===== config.mk =====
export PLATFORM = sky130hd
export DESIGN_NAME = axis2sgdma_ic
export DESIGN_NICKNAME = d
export VERILOG_FILES = /design/src/rtl/axis2sgdma_ic.sv
export SDC_FILE = /design/constraint.sdc
export NUM_CORES = 1
export LEC_CHECK = 0
export BUFFER_PORTS_ARGS = -buffer_cell sky130_fd_sc_hd__buf_2
export CAP_MARGIN = 20
export CORE_MARGIN = 8
export CORE_UTILIZATION = 40
export CTS_CLUSTER_SIZE = 24
export DETAILED_ROUTE_END_ITERATION = 7
export PLACE_DENSITY = 0.66
export SKIP_LAST_GASP = 1
export SLEW_MARGIN = 0
export SYNTH_ARGS = -nofsm -noshare
export SYNTH_HDL_FRONTEND = slang
export SYNTH_SLANG_ARGS = --single-unit

===== constraint.sdc =====
create_clock -name clk -period 11 [get_ports clk]
set_input_delay 1.65 -clock clk [delete_from_list [all_inputs] [get_ports clk]]
set_output_delay 1.65 -clock clk [all_outputs]
set_load 0.02 [all_outputs]

===== src/rtl/axis2sgdma_ic.sv =====
// AXI-Stream router to scatter-gather DMA S2MM bridge: forwards data beats unchanged,
// counts bytes per packet and emits a 5-word status/app stream after each packet.
module axis2sgdma_ic #(
  parameter int DATA_TDATA_WIDTH = 64,
  parameter int STS_TDATA_WIDTH  = 32,
  parameter int TID_WIDTH        = 4,
  parameter int LEN_WIDTH        = 26
) (
  input  logic                            clk,
  input  logic                            arstn,
  input  logic [DATA_TDATA_WIDTH-1:0]     s_axis_tdata,
  input  logic [DATA_TDATA_WIDTH/8-1:0]   s_axis_tkeep,
  input  logic [TID_WIDTH-1:0]            s_axis_tid,
  input  logic                            s_axis_tlast,
  input  logic                            s_axis_tvalid,
  output logic                            s_axis_tready,
  output logic [DATA_TDATA_WIDTH-1:0]     data_tdata,
  output logic [DATA_TDATA_WIDTH/8-1:0]   data_tkeep,
  output logic                            data_tlast,
  output logic                            data_tvalid,
  input  logic                            data_tready,
  output logic [STS_TDATA_WIDTH-1:0]      sts_tdata,
  output logic [STS_TDATA_WIDTH/8-1:0]    sts_tkeep,
  output logic                            sts_tlast,
  output logic                            sts_tvalid,
  input  logic                            sts_tready
);

  localparam int KEEP_W = DATA_TDATA_WIDTH / 8;
  localparam int CNT_W  = $clog2(KEEP_W + 1);
  // Wide enough for a 32-bit count plus a 64-byte beat, so saturation is exact.
  localparam int SUM_W  = 34;
  localparam logic [LEN_WIDTH-1:0] LEN_MAX = '1;
  localparam logic [2:0] LAST_WIDX = 3'd4;

  typedef enum logic {PASS, STATUS} state_e;

  state_e                state_q, state_d;
  logic                  first_q, first_d;
  logic [LEN_WIDTH-1:0]  byte_cnt_q, byte_cnt_d;
  logic [LEN_WIDTH-1:0]  len_q, len_d;
  logic [TID_WIDTH-1:0]  src_q, src_d;
  logic [2:0]            widx_q, widx_d;

  logic                  hs;
  logic                  sts_hs;
  logic [CNT_W-1:0]      beat_bytes;
  logic [SUM_W-1:0]      sum_ext;
  logic [LEN_WIDTH-1:0]  sum_sat;

  assign hs     = s_axis_tvalid & s_axis_tready;
  assign sts_hs = sts_tvalid & sts_tready;

  always_comb begin
    beat_bytes = '0;
    for (int i = 0; i < KEEP_W; i++) begin
      beat_bytes = beat_bytes + CNT_W'(s_axis_tkeep[i]);
    end
  end

  assign sum_ext = SUM_W'(byte_cnt_q) + SUM_W'(beat_bytes);
  assign sum_sat = (sum_ext > SUM_W'(LEN_MAX)) ? LEN_MAX : sum_ext[LEN_WIDTH-1:0];

  // NOTE: reset is sampled on the clock edge (synchronous); state uses non-blocking
  // assignments so every register updates from the same pre-edge values.
  always_ff @(posedge clk) begin
    if (!arstn) begin
      state_q    <= PASS;
      first_q    <= 1'b1;
      byte_cnt_q <= '0;
      len_q      <= '0;
      src_q      <= '0;
      widx_q     <= '0;
    end else begin
      state_q    <= state_d;
      first_q    <= first_d;
      byte_cnt_q <= byte_cnt_d;
      len_q      <= len_d;
      src_q      <= src_d;
      widx_q     <= widx_d;
    end
  end

  // NOTE: every combinational output is given a default first so no latch is inferred.
  always_comb begin
    state_d    = state_q;
    first_d    = first_q;
    byte_cnt_d = byte_cnt_q;
    len_d      = len_q;
    src_d      = src_q;
    widx_d     = widx_q;
    case (state_q)
      PASS: begin
        if (hs) begin
          byte_cnt_d = sum_sat;
          if (first_q) begin
            src_d   = s_axis_tid;
            first_d = 1'b0;
          end
          if (s_axis_tlast) begin
            len_d      = sum_sat;
            byte_cnt_d = '0;
            first_d    = 1'b1;
            widx_d     = '0;
            state_d    = STATUS;
          end
        end
      end
      STATUS: begin
        if (sts_hs) begin
          if (widx_q == LAST_WIDX) begin
            widx_d  = '0;
            state_d = PASS;
          end else begin
            widx_d = widx_q + 3'd1;
          end
        end
      end
      default: state_d = PASS;
    endcase
  end

  // Outputs are forced idle while reset is asserted, before the first clock edge too.
  always_comb begin
    data_tdata    = s_axis_tdata;
    data_tkeep    = s_axis_tkeep;
    data_tlast    = s_axis_tlast;
    data_tvalid   = s_axis_tvalid & (state_q == PASS) & arstn;
    s_axis_tready = data_tready & (state_q == PASS) & arstn;
    sts_tvalid    = (state_q == STATUS) & arstn;
    sts_tlast     = (widx_q == LAST_WIDX);
    sts_tkeep     = '1;
    case (widx_q)
      3'd0:    sts_tdata = STS_TDATA_WIDTH'(32'h5000_0000);
      3'd1:    sts_tdata = STS_TDATA_WIDTH'(src_q);
      3'd4:    sts_tdata = STS_TDATA_WIDTH'(len_q);
      default: sts_tdata = '0;
    endcase
  end

endmodule


Word level (Yosys, flattened, before mapping)
Cells that the tools add are included.
Operators by class
  add/subtract/negate cells: 9
  multiply operators: 0
  div/mod/pow operators: 0
  magnitude comparators: 1
  equal/unequal tests: 5
  shifts and indexed selects: 0
  muxes and demuxes: 13
  bitwise logic cells: 8
  reduce and logical (&&, ||, !) cells: 5
Operators by type and width (count)
  one-hot mux 31 bit (3 select lines): 1
  two-way mux 26 bit: 2
  adder 26 x 4 -> 27 bit: 1
  > comparator 27 x 26 -> 1 bit, second input constant: 1
  adder 4 x 1 -> 4 bit: 4
  two-way mux 3 bit: 4
  AND reduction 3 bit: 3
  AND 1 bit: 7
  one-hot mux 3 bit (2 select lines): 1
  adder 3 x 1 -> 4 bit: 1
  two-way mux 1 bit: 4
  != test 2 bit, second input constant: 2
  adder 2 x 1 -> 3 bit: 1
  adder 3 x 1 -> 3 bit, second input constant: 1
  equality test 3 x 1 -> 1 bit, second input constant: 1
  equality test 3 bit, second input constant: 1
  zero test 3 bit: 1
  adder 1 x 1 -> 2 bit: 1
  != test 2 x 1 -> 1 bit, second input constant: 1
  one-hot mux 1 bit (2 select lines): 1
  AND reduction 2 bit: 1
  NOT 1 bit: 1
Storage, ports and cells
  bits in registers: 61
  latch bits: 0
  memory bits (writable): 0
  ROM bits: 0
  bits of input ports: 82
  memories: 0

Depth between registers and ports, before layout
  depth in word-level cells: 11
  mapped depth: 13
  depth with buffers taken out: 12

Worst setup path before layout
Ideal clock, no wire load.
  kind: in2reg
  start: in s_axis_tkeep[0]
  end: reg byte_cnt_q[14]
  library setup time: 117 ps
  arrival time: 5112 ps
  data required time: 10883 ps
  slack: 5771 ps
  cell stages on the path: 12
  path through: fa_1 inv_1 fa_1 fa_1 fa_1 fa_1 nand2b_1 a21o_1 buf_2 nor4_2 and4_2 nor3_1
Between the ends
  word-level cells in the longest chain between the ends: 11
RTL lines
  start: declaration: line 12  | input logic [DATA_TDATA_WIDTH/8-1:0] s_axis_tkeep,
  adder 1 x 1 -> 2 bit *: line 57  | beat_bytes = beat_bytes + CNT_W'(s_axis_tkeep[i]);
  adder 2 x 1 -> 3 bit *: line 57
  adder 3 x 1 -> 4 bit *: line 57
  adder 4 x 1 -> 4 bit * (4 in series): line 57
  adder 26 x 4 -> 27 bit *: line 61  | assign sum_ext = SUM_W'(byte_cnt_q) + SUM_W'(beat_bytes);
  > comparator 27 x 26 -> 1 bit: line 62  | assign sum_sat = (sum_ext > SUM_W'(LEN_MAX)) ? LEN_MAX : sum_ext[LEN_WIDTH-1:0];
  two-way mux 26 bit *: line 62
  two-way mux 26 bit *: line 100  | if (s_axis_tlast) begin
  end signal: assignment: line 77  | byte_cnt_q <= byte_cnt_d;
  end: declaration: line 40  | logic [LEN_WIDTH-1:0] byte_cnt_q, byte_cnt_d;
Every way passes the cells marked *; elsewhere a longest branch is shown, timed or not.
A chain may end at the register's enable or synchronous reset.

Final worst setup path
  start: in s_axis_tkeep[0]
  end: reg byte_cnt_q[12]
The elaborated chain is that of the path after synthesis.

==> results.yml <==
run_status:
  status: "finished clean"
setup_path:
  reg2reg_depth: 10
  crit_start: "s_axis_tkeep[0]"
  r2r-end: "byte_cnt_q[12]$_SDFFE_PN0P_"
  endpoint: "byte_cnt_q[12]$_SDFFE_PN0P_"
  critPathRequiredTime_ns: 11.26
  cp-start-kind: "input pin"
  regToRegSetupSlack_ns: 6.89
  r2r-start: "byte_cnt_q[0]$_SDFFE_PN0P_"
  arrival_ns: 5.94
  cp-end-kind: "flip-flop"
  critPathKind: "input pin to flip-flop"
  path_max_fanout: 12
synth:
  yosysWarnings: 0
  synth_seq_cells: 61
  synthCells: 528
  postSynthAreaPerCell_sq_um: 8.18
  syn_area_sq_um: 4320
  synthArstFlopShare: 0
  synth_ff_type: "dfxtp_1"
  synth_edf_count: 0
  seq_area_frac_synth: 0.283
  yosysUniqueCellTypes: 65
clock_tree:
  clockBufferDepth: 2
  ctsResizeCount: 0
  cts_buffers: 9
  clk_latency_ns: 0.35
  cts_sinks: 61
  cts_hold_buffers: 0
  cts-htree-levels: 3
  path_clk_slew_ns: 0.07
  cts_root_buf: "clkbuf_8"
  cts_tree: "built"
  postCtsSetupRepairBufs: 0
grt:
  grt_usage: 0.151
  first_global_vias: 3446
  grt_pass1_wl_um: 17700
  grt_antenna_before_repair: 0
  grt_max_degree: 35
  gr-total-overflow: 0
timing:
  setup_viol: 0
  finalHoldViolCount: 0
  clock_skew_ns: 0.00989
  finalMaxSlewViolations: 0
  layout_min_cycle_time_ns: 5.68
  fmax_mhz: 176
  relSlewSlack: 0.371
  finalSetupTns_ns: 0
  holdWs_ns: 0.448
  fin_crit_sh: 0.516
  worst_pin_slew_ns: 0.942
  grt_setup_unrepaired: "no"
drt:
  first_iter_violations: 311
  wirelength_um: 10800
  drc: 0
  vias_per_cell: 5.52
  post_drt_wl_per_cell_um: 17.1
  first_pass_iters: 4
  via_count: 3500
  ant_nets: 0
place:
  hpwl_um: 7910
  gp_congestion: 0.916
  place.port_buffers: 58
die:
  start_util: 0.404
  die_area_sq_um: 14400
  die_x_um: 120
  die-height_um: 120
  coreArea_sq_um: 10700
  pin_count: 195
  fp-row-count: 38
min_path:
  hold_path_depth: 2
  hold_class: "flip-flop to flip-flop"
final_layout:
  layout.nets: 585
  final_core_util: 0.400
  drive_gt1_frac: 0.204
  area_growth_pct: -0.984
  diodes: 0
power:
  cellPowerDensity_nw_per_um2: 129
  p_leak_nw: 1.75
  p_int_mw: 0.417
  pwr-share-seq: 0.415
  comb_power_share: 0.113
  peakVddDrop_mv: 0.0568
  p_clk_frac: 0.472
  netSwitchingPower_mw: 0.136
  swShare: 0.246
run:
  drv_cap: 0
-- Yosys cell counts, types with 2 or more instances --
master | n | area share
a21o_1 | 3 | 0.0052
a41oi_1 | 2 | 0.0041
and4_2 | 3 | 0.0069
and4_1 | 4 | 0.0081
nand2_1 | 36 | 0.031
a311oi_1 | 3 | 0.0061
nand4_2 | 4 | 0.012
ha_1 | 9 | 0.026
nor3_2 | 2 | 0.0046
a211oi_1 | 8 | 0.014
nand4_1 | 3 | 0.0043
inv_1 | 16 | 0.014
nor2_1 | 25 | 0.022
nor3_1 | 11 | 0.013
and2_2 | 2 | 0.0035
clkbuf_1 | 15 | 0.013
nor4_1 | 7 | 0.010
mux2i_1 | 8 | 0.019
a21oi_1 | 43 | 0.050
nand3_1 | 20 | 0.023
a211oi_2 | 3 | 0.0087
o21ai_0 | 26 | 0.030
o21a_1 | 2 | 0.0035
nor2b_1 | 3 | 0.0043
dfxtp_1 | 61 | 0.28
buf_4 | 87 | 0.15
xnor2_1 | 12 | 0.024
a22oi_1 | 4 | 0.0069
and3_1 | 31 | 0.045
buf_2 | 6 | 0.0069
o211ai_1 | 5 | 0.0087
nand2b_1 | 3 | 0.0043
a31oi_1 | 14 | 0.020
and2_1 | 4 | 0.0058
buf_6 | 6 | 0.016
conb_1 | 2 | 0.0017
fa_1 | 5 | 0.023
nor4_2 | 3 | 0.0087
-- power groups by stage --
stage,Combinational (mW),Sequential [mW],Clock (mW)
3_5_place_dp,0.0621,0.235,0
4_1_cts,0.0624,0.230,0.263
2_1_floorplan,0.0811,0.233,0
3_3_place_gp,0.0603,0.234,0
6_report,0.0625,0.230,0.261
5_1_grt,0.0696,0.230,0.274
-- worst min path at each step --
stage | endpoint | slack (ns) | from
floorplan | first_q$_SDFFE_PN1P_ | 0.41 | first_q$_SDFFE_PN1P_
CTS | first_q$_SDFFE_PN1P_ | 0.44 | first_q$_SDFFE_PN1P_
global route | first_q$_SDFFE_PN1P_ | 0.50 | first_q$_SDFFE_PN1P_
finish | first_q$_SDFFE_PN1P_ | 0.45 | first_q$_SDFFE_PN1P_
detailed placement | first_q$_SDFFE_PN1P_ | 0.43 | first_q$_SDFFE_PN1P_
global placement | first_q$_SDFFE_PN1P_ | 0.43 | first_q$_SDFFE_PN1P_
-- cells by family (layout without fill, tap and decap cells) --
kind of cell             after synthesis  after routing  synth area share
AO/OA/AOI/OAI                        123            123             0.177
XOR/XNOR                              13             13            0.0263
adder cells (fa/ha/maj)               14             14            0.0492
buffers and inverters                132             92             0.205
flip-flops                            61             61             0.283
multiplexers                           8              8            0.0185
other                                  2              8           0.00174
AND/OR/NAND/NOR                      175            175             0.240
-- layout make-up --
class                   instances  area [sq um]
fillers                      1086          6420
multi-input cells             341          2240
clock inverters                 3          90.1
clock buffers                  13           169
flip-flops and latches         61          1220
repair buffers                 60           325
inverters                      16          60.1
well taps                     140           175
-- stage by stage --
stage | instance area [sq um] | setup WS, ns | total power, mW | cells
6_report | 4280 | 5.32 | 0.553 | 634
5_1_grt | 4280 | 5.05 | 0.574 | 634
4_1_cts | 4250 | 5.35 | 0.555 | 633
3_5_place_dp | 3990 | 4.96 | 0.297 | 617
3_3_place_gp | 3990 | 5.05 | 0.295 | 617
2_1_floorplan | 4340 | 5.77 | 0.314 | 534
-- worst max-delay path, stage by stage --
cell and delay, ns:
buf_2 0.11, fa_1 0.53, inv_1 0.05, fa_1 0.49
fa_1 0.43, fa_1 0.42, fa_1 0.39, nand2b_1 0.22
a211oi_2 0.46, nand4_1 0.56, and4_2 0.45, nor3_1 0.17
-- layer usage --
layer	GRT usage	vias to the layer above	wire length, um
li1	-	1712	-
met1	0.180	1643	4660
met2	0.237	106	5050
met3	0.0371	39	707
met4	0.105	0	416
met5	0	-	0
-- placed cells by master, fill, tap and decap left out, drive strengths merged, types with 14 or more instances in the layout --
master | synthesis | final
a31oi | 14 | 14
and3 | 32 | 32
a21oi | 44 | 44
nor3 | 14 | 14
nor2 | 26 | 26
nand2 | 36 | 36
nand3 | 22 | 22
o21ai | 27 | 27
buf | 100 | 60
inv | 16 | 16
dfxtp | 61 | 61
-- sequential cells by signal, indices dropped and copies added, names as in the netlist --
signal,cells
byte_cnt_q,26
state_q,1
widx_q,3
first_q,1
len_q,26
src_q,4
(Power assumes the default switching activity.)
